[src/rtl/fifo_pkg.sv]
// -----------------------------------------------------------------------------
// fifo_pkg
// Definitions shared by the asynchronous FIFO and its read-side word packer.
//   FIFO_DATA_WIDTH : default width of one FIFO entry
//   FIFO_PACK_RATIO : default number of FIFO entries packed per wide word
//   out_state_e     : occupancy of the packer output register
//   clog2           : ceiling log2, usable in constant expressions
// -----------------------------------------------------------------------------
package fifo_pkg;

    localparam int FIFO_DATA_WIDTH = 8;
    localparam int FIFO_PACK_RATIO = 4;

    typedef enum logic [0:0] {
        OUT_EMPTY = 1'b0,
        OUT_FULL  = 1'b1
    } out_state_e;

    // Number of bits needed to count 0..value-1.
    function automatic int clog2(input int value);
        int result;
        int v;
        result = 0;
        v      = value - 1;
        while (v > 0) begin
            result = result + 1;
            v      = v >> 1;
        end
        return result;
    endfunction

endpackage : fifo_pkg

[src/rtl/pack_out_reg.sv]
// -----------------------------------------------------------------------------
// pack_out_reg
// Output register of the word packer together with its two-state occupancy
// machine and the valid/ready handshake towards the sink.
//   clk_i   : clock
//   rst_ni  : asynchronous active-low reset
//   load_i  : capture data_i/keep_i this edge (only asserted while free_o=1)
//   data_i  : packed word to capture
//   keep_i  : lane mask to capture
//   ready_i : sink ready
//   data_o  : registered packed word
//   keep_o  : registered lane mask
//   valid_o : register holds a word for the sink
//   free_o  : register can take a new word this edge (empty, or draining now)
// -----------------------------------------------------------------------------
module pack_out_reg
    import fifo_pkg::*;
#(
    parameter int DATA_W = 32,
    parameter int KEEP_W = 4
) (
    input  logic              clk_i,
    input  logic              rst_ni,
    input  logic              load_i,
    input  logic [DATA_W-1:0] data_i,
    input  logic [KEEP_W-1:0] keep_i,
    input  logic              ready_i,
    output logic [DATA_W-1:0] data_o,
    output logic [KEEP_W-1:0] keep_o,
    output logic              valid_o,
    output logic              free_o
);

    out_state_e        state_q, state_d;
    logic [DATA_W-1:0] data_q, data_d;
    logic [KEEP_W-1:0] keep_q, keep_d;

    assign valid_o = (state_q == OUT_FULL);
    assign free_o  = (state_q == OUT_EMPTY) | ready_i;
    assign data_o  = data_q;
    assign keep_o  = keep_q;

    // A load always wins, so a handshake and a new word on the same edge keep
    // the register full without a bubble.
    always_comb begin
        state_d = state_q;
        data_d  = data_q;
        keep_d  = keep_q;
        if (load_i) begin
            state_d = OUT_FULL;
            data_d  = data_i;
            keep_d  = keep_i;
        end else if (valid_o && ready_i) begin
            state_d = OUT_EMPTY;
        end
    end

    always_ff @(posedge clk_i or negedge rst_ni) begin
        if (!rst_ni) begin
            state_q <= OUT_EMPTY;
            data_q  <= '0;
            keep_q  <= '0;
        end else begin
            state_q <= state_d;
            data_q  <= data_d;
            keep_q  <= keep_d;
        end
    end

endmodule : pack_out_reg

[src/rtl/fifo_word_packer.sv]
// -----------------------------------------------------------------------------
// fifo_word_packer
// Pops narrow entries from a first-word-fall-through FIFO read port and packs
// RATIO of them, little-endian, into one wide word on a valid/ready stream.
// An assembly register plus an output register give one pop per clock while
// the sink keeps accepting.
//   clk_read   : read-domain clock
//   rst_n      : asynchronous active-low reset
//   fifo_empty : FIFO empty flag
//   fifo_data  : FIFO head entry, valid while fifo_empty=0
//   fifo_read  : combinational pop strobe, never high while fifo_empty=1
//   flush      : (FIFO_PACK_FLUSH_EN only) request to emit a partial word
//   m_data     : packed word, lane 0 holds the first popped entry
//   m_keep     : per-lane valid mask
//   m_valid    : m_data/m_keep valid
//   m_ready    : sink accepts on an edge with m_valid=1
// Optional feature macro: FIFO_PACK_FLUSH_EN adds the flush port and the
// pending-flush register; without it m_keep is all ones on every word.
// -----------------------------------------------------------------------------
module fifo_word_packer
    import fifo_pkg::*;
#(
    parameter  int IN_WIDTH  = FIFO_DATA_WIDTH,
    parameter  int RATIO     = FIFO_PACK_RATIO,
    localparam int OUT_WIDTH = IN_WIDTH * RATIO
) (
    input  logic                 clk_read,
    input  logic                 rst_n,
    input  logic                 fifo_empty,
    input  logic [IN_WIDTH-1:0]  fifo_data,
    output logic                 fifo_read,
`ifdef FIFO_PACK_FLUSH_EN
    input  logic                 flush,
`endif
    output logic [OUT_WIDTH-1:0] m_data,
    output logic [RATIO-1:0]     m_keep,
    output logic                 m_valid,
    input  logic                 m_ready
);

    localparam int              CNT_W     = clog2(RATIO);
    localparam logic [CNT_W-1:0] LAST_LANE = CNT_W'(RATIO - 1);

    logic [CNT_W-1:0]     cnt_q, cnt_d;
    logic [OUT_WIDTH-1:0] asm_q, asm_d;
    logic [OUT_WIDTH-1:0] asm_ins;
    logic [OUT_WIDTH-1:0] load_data;
    logic [RATIO-1:0]     load_keep;
    logic                 at_last;
    logic                 out_free;
    logic                 stall;
    logic                 pop;
    logic                 load;

    assign at_last = (cnt_q == LAST_LANE);

    // The assembly register with the current head entry dropped into lane cnt.
    always_comb begin
        asm_ins = asm_q;
        asm_ins[int'(cnt_q) * IN_WIDTH +: IN_WIDTH] = fifo_data;
    end

    assign fifo_read = rst_n & ~fifo_empty & ~stall;
    assign pop       = fifo_read;
    assign load_data = pop ? asm_ins : asm_q;

`ifdef FIFO_PACK_FLUSH_EN
    logic             flush_pend_q, flush_pend_d;
    logic             flush_req;
    logic             partial;
    logic [CNT_W:0]   filled;

    assign flush_req = flush | flush_pend_q;

    // Only the final lane normally waits for the output; a pending partial
    // word also freezes assembly so later entries cannot slip into it.
    assign stall = (at_last & ~out_free) | (flush_req & (cnt_q != '0) & ~out_free);

    // A final-lane pop already yields a full word, so the flush folds into it.
    assign partial      = flush_req & ((cnt_q != '0) | pop) & ~(pop & at_last);
    assign load         = (pop & at_last) | (partial & out_free);
    assign flush_pend_d = partial & ~out_free;
    assign filled       = {1'b0, cnt_q} + (CNT_W + 1)'(pop);

    always_comb begin
        load_keep = '0;
        for (int k = 0; k < RATIO; k++) begin
            load_keep[k] = (int'(filled) > k);
        end
    end

    always_ff @(posedge clk_read or negedge rst_n) begin
        if (!rst_n) begin
            flush_pend_q <= 1'b0;
        end else begin
            flush_pend_q <= flush_pend_d;
        end
    end
`else
    assign stall     = at_last & ~out_free;
    assign load      = pop & at_last;
    assign load_keep = '1;
`endif

    // Emitting a word clears the assembly register so partial words come out
    // with their unused lanes at zero.
    always_comb begin
        cnt_d = cnt_q;
        asm_d = asm_q;
        if (load) begin
            cnt_d = '0;
            asm_d = '0;
        end else if (pop) begin
            cnt_d = cnt_q + CNT_W'(1);
            asm_d = asm_ins;
        end
    end

    always_ff @(posedge clk_read or negedge rst_n) begin
        if (!rst_n) begin
            cnt_q <= '0;
            asm_q <= '0;
        end else begin
            cnt_q <= cnt_d;
            asm_q <= asm_d;
        end
    end

    pack_out_reg #(
        .DATA_W (OUT_WIDTH),
        .KEEP_W (RATIO)
    ) u_out (
        .clk_i   (clk_read),
        .rst_ni  (rst_n),
        .load_i  (load),
        .data_i  (load_data),
        .keep_i  (load_keep),
        .ready_i (m_ready),
        .data_o  (m_data),
        .keep_o  (m_keep),
        .valid_o (m_valid),
        .free_o  (out_free)
    );

endmodule : fifo_word_packer

[config.mk]
export PLATFORM = sky130hd
export DESIGN_NAME = fifo_word_packer
export DESIGN_NICKNAME = d
export VERILOG_FILES = /design/src/rtl/fifo_pkg.sv /design/src/rtl/pack_out_reg.sv /design/src/rtl/fifo_word_packer.sv
export SDC_FILE = /design/constraint.sdc
export NUM_CORES = 1
export LEC_CHECK = 0
export ABC_CLOCK_PERIOD_IN_PS = 2400
export CORE_MARGIN = 1.5
export CORE_UTILIZATION = 40
export CTS_BUF_LIST = sky130_fd_sc_hd__clkbuf_4
export CTS_CLUSTER_SIZE = 40
export DETAILED_ROUTE_END_ITERATION = 10
export SETUP_SLACK_MARGIN = 0.1
export SYNTH_ARGS = -nofsm -noshare
export SYNTH_HDL_FRONTEND = slang
export SYNTH_SLANG_ARGS = --single-unit
[constraint.sdc]
create_clock -name clk_read -period 2.4 [get_ports clk_read]
set_input_delay 0.36 -clock clk_read [delete_from_list [all_inputs] [get_ports clk_read]]
set_output_delay 0.36 -clock clk_read [all_outputs]
set_load 0.02 [all_outputs]
After elaboration in Yosys (flattened, before gate mapping)
Index checks and enable logic that the tools add are counted.

storage, ports and cells
  register bits after elaboration = 68
  output and inout port bits = 38
  input port bits = 12
  logic and storage cells = 29

operators by class
  reduce and logical (&&, ||, !) cells = 3
  multiplexer cells = 7
  equality and inequality tests = 1
  bitwise logic cells = 9
  shift operators = 2
  add/subtract/negate cells = 2

operator list
  cell                       number
  $mux W32                   2
  $neg A5 Y33                1
  $shift A8 B33 Y32 const A  1
  $shiftx A8 B33 Y32         1
  $bwmux W32                 1
  $and A1 B1 Y1              4
  $mux W2                    2
  $not A1 Y1                 4
  $reduce_bool A2 Y1         2
  $add A2 B1 Y2 const B      1
  $eq A2 B2 Y1 const B       1
  $mux W1                    2
  $logic_and A1 B1 Y1        1
  $or A1 B1 Y1               1

Logic depth before layout (Yosys ltp)
  depth after elaboration = 8
  depth in mapped cells = 8
  gate-level depth less buffers = 5

Hierarchy
A second synthesis with hierarchy kept.

unflattened totals
  cells, all modules = 314
  area total of the unflattened synthesis = 3797.4 um^2

modules (own cells, without submodules)
  module            instances  sequential area each (um^2)  cells an instance  area each (um^2)
  fifo_word_packer  1          850.8                        235                2273.4
  pack_out_reg      1          925.9                        79                 1524.0

Worst setup path after synthesis
Ideal clock, no wire load.

  kind = register -> register
  start point = reg cnt_q[0]
  end point = reg u_out.data_q[1], in the netlist u_out.data_o[1]
  stages on the path, launching flop included = 8
  clock period less this slack = 1856 ps
  path buffers = 2
  setup time = 81 ps
  path slack = 544 ps
  arrival time = 1774 ps
  path through = dfrtp_1 > buf_2 > inv_1 > ha_1 > nor4bb_1 > clkbuf_2 > nand4_1 > a31oi_2

between the ends
  longest elaborated chain between the ends = 5

ends and longest elaborated chain
  item                                                                 RTL line                 source
  start: declaration                                                   fifo_word_packer.sv:44   logic [CNT_W-1:0] cnt_q, cnt_d;
  start signal: assignment                                             fifo_word_packer.sv:124  cnt_q <= cnt_d;
  parallel branches: the longest is 5 deep, another holds $neg A5 Y33  n/a
  end signal: assignment                                               pack_out_reg.sv:65       data_q <= data_d;
  end: declaration                                                     pack_out_reg.sv:35       logic [DATA_W-1:0] data_q, data_d;

Parallel ways; which one is timed is not known.
A chain may end at the register's enable or synchronous reset.

Worst setup path in the final report
  start point = reg cnt_q[0]
  end point = out fifo_read

between the ends
  longest elaborated chain between the ends = 4

ends and longest elaborated chain
  item              RTL line                 source
  $eq A2 B2 Y1      fifo_word_packer.sv:55   assign at_last = (cnt_q == LAST_LANE);
  $and A1 B1 Y1     fifo_word_packer.sv:100  assign stall = at_last & ~out_free;
  $not A1 Y1        fifo_word_packer.sv:63   assign fifo_read = rst_n & ~fifo_empty & ~stall;
  $and A1 B1 Y1     fifo_word_packer.sv:63
  end: declaration  fifo_word_packer.sv:31   output logic fifo_read,

Every way passes these cells.

==> out/qor.csv <==
metric,value,unit
ys.flop_type,dfrtp_1,
critPathMaxStageDelay,0.43,ns
outcome,finished clean,
fin_setup_tns,0,ns
synth_fp_nets,315,
track_usage,20.1,%
num_antenna_cells,0,
path_class,flop to output pin,
via_per_inst,5.81,
cts_buffers,9,
arrival,1.82,ns
start_util,41.8,%
fin_worst_skew,0.00947,ns
yosysWarnings,0,
clockRootBuffer,clkbuf_4,
clkSinkCount,68,
dieArea,8760,um2
layout-drive-gt1-share,17.9,%
cp_num_buf_inv,1,
gp_congestion,0.828,
yosysUniqueCellTypes,28,
cts_tree,yes,
netlist_top_cells_area,"dfrtp_1 52%, a31oi_2 11%, a21oi_1 9.5%, nand4_1 6.1%, o21ai_0 5.0%",
synth_seq_cells,68,
cap_violations,0,
yosysMostFrequentCell,dfrtp_1,
power_density,1130,nW/um2
drc_errors,0,
overflow,0,
syn_to_final_growth,20.6,%
rsz0062_at_grt,no,
vias,2574,
syn_avg_cell_area,11.1,um2
synth_top_area_share,51.8,%
setup_violations,0,
worst_slew_pin_slew,0.685,ns
final_cell_area,3960,um2
grt_start_max_net_pins,54,
drt-wirelength-per-cell,18.0,um
ff2ff_setup_slack,0.27,ns
placed_area,3810,um2
yosys.area.top_type,dfrtp_1,
antenna_left,0,
crit_family,flip-flops,
dp_hpwl,5240,um
synth_edf_count,0,
io_pins,50,
finalCritPeriodShare,90.9,%
synthesis.area,3280,um2
cp_slowest_cell,dfrtp_1,
clk_pin_slew,0.12,ns
startpoint_type,flop,
h-tree-depth,3,
crit_fanout,5,
timing.fmax,0.458,GHz
ys_seq_area_share,51.8,%
wl,7990,um
p_leak,1.58,nW
cts_setup_buffers,0,
die_w,93.6,um
grt_pass1_wl,13200,um
fillerInstances,739,
cts_buffer_depth,2,
ir_drop,0.427,mV
synthCells,297,
hold_viol,0,
hp-class,input port to asynchronous set/reset pin,
crit_path_cell_trace,"ha_1, and3b_1, nor2_1, clkdlybuf4s15_1",
die_h,93.6,um
grt_pass1_vias,2497,
yosys-top-cells-count,"68 x dfrtp_1, 62 x a21oi_1, 33 x o21ai_0",
required,2.04,ns
async_reset_ff_share,100,%
portBuffers,49,
first_pass_iters,4,
finalMaxSlewViolations,0,
clock_latency,0.41,ns
core_area,7850,um2
antenna_found_initial,0,
finalCriticalPeriod,2.18,ns
row_count,32,
final_nets,354,
slew_headroom,54.3,%
drt_iter0_markers,159,
endpoint_kind,output pin,
==> registers in the layout, indices dropped and copies added, names as in the netlist <==
signal,flops
u_out.keep_o,1
cnt_q,2
u_out.data_o,32
u_out.valid_o,1
asm_q,32
==> what timing repair did <==
action | 4_1_cts | 5_1_grt
gates resized for setup | 1 | 1
gates cloned | 0 | 0
setup endpoints to repair | 1 | 1
hold buffers | 1 | 0
hold endpoints to repair | 15 | 0
==> final timing paths <==
path	from	to	depth (start not counted)
worst max-delay path	cnt_q[0]$_DFFE_PN0P_	fifo_read	4
worst min-delay path	rst_n	asm_q[24]$_DFF_PN0_	3
worst max register to register	cnt_q[0]$_DFFE_PN0P_	u_out.data_o[31]$_DFFE_PN0P_	6
worst min register to register	u_out.keep_o[0]$_DFFE_PN0P_	u_out.keep_o[0]$_DFFE_PN0P_	1
max in group asynchronous	rst_n	u_out.data_o[12]$_DFFE_PN0P_	3
min in group clk_read	u_out.keep_o[0]$_DFFE_PN0P_	u_out.keep_o[0]$_DFFE_PN0P_	1
==> kinds of logic (layout without fill, tap and decap cells) <==
| family | count (synthesis) | in the layout | share of synthesized area [%] |
|---|---|---|---|
| buffers and inverters | 35 | 79 | 6.40 |
| AO/OA/AOI/OAI | 131 | 131 | 27.0 |
| adder cells (fa/ha/maj) | 6 | 6 | 2.29 |
| AND/OR/NAND/NOR | 57 | 57 | 12.5 |
| flip-flops | 68 | 68 | 51.8 |
==> placed cells by master (no fill, tap or decap), drive strengths merged, types with 2 or more instances in the layout <==
master | synthesis | final
a21oi | 64 | 64
a31oi | 32 | 32
and3b | 7 | 7
buf | 18 | 12
clkbuf | 15 | 9
clkdlybuf4s50 | 0 | 47
clkinv | 0 | 4
clkinvlp | 0 | 2
dfrtp | 68 | 68
ha | 6 | 6
inv | 2 | 2
nand2 | 2 | 2
nand2b | 3 | 3
nand3b | 5 | 5
nand4 | 32 | 32
nor2 | 2 | 2
nor4b | 2 | 2
o21ai | 33 | 33
==> power by group <==
part	total (mW)	leakage, nW	switching, mW	internal (mW)
registers	1.72	0.882	0.196	1.52
logic	2.01	0.630	1.07	0.939
clock network	0.744	0.0693	0.432	0.312
total	4.48	1.58	1.70	2.78
==> worst min-delay path, stage by stage <==
cell	delay, ns
dlygate4sd3_1	0.52
buf_2	0.18
buf_12	0.19
==> stage by stage <==
step	hold WS, ns	total power, mW	std cells	setup WS, ns	util [%]
final	0.477	4.48	443	0.218	50.4
after global placement	0.405	3.74	426	0.155	48.6
after detailed placement	0.392	3.77	426	0.182	48.6
after CTS	0.478	4.52	443	0.189	50.4
after global routing	0.467	4.78	443	0.102	50.4
after floorplan	0.0644	2.96	297	0.544	-
==> metal layers <==
| metal | up-vias | track usage [%] | routed length [um] |
|---|---|---|---|
| li1 | 1211 | - | - |
| met1 | 1268 | 28.6 | 3780 |
| met2 | 78 | 30.0 | 3660 |
| met3 | 17 | 3.01 | 353 |
| met4 | 0 | 9.33 | 204 |
| met5 | - | 0 | 0 |
==> area by class of cell <==
type | instances | area (um2) | area share, %
inverters | 2 | 7.51 | 0.190
multi-input cells | 194 | 1370 | 34.6
well taps | 102 | 128 | 3.22
repair buffers | 61 | 616 | 15.6
flip-flops and latches | 68 | 1700 | 43.0
clock inverters | 7 | 67.6 | 1.71
clock buffers | 9 | 67.6 | 1.71
(Power assumes the default switching activity.)
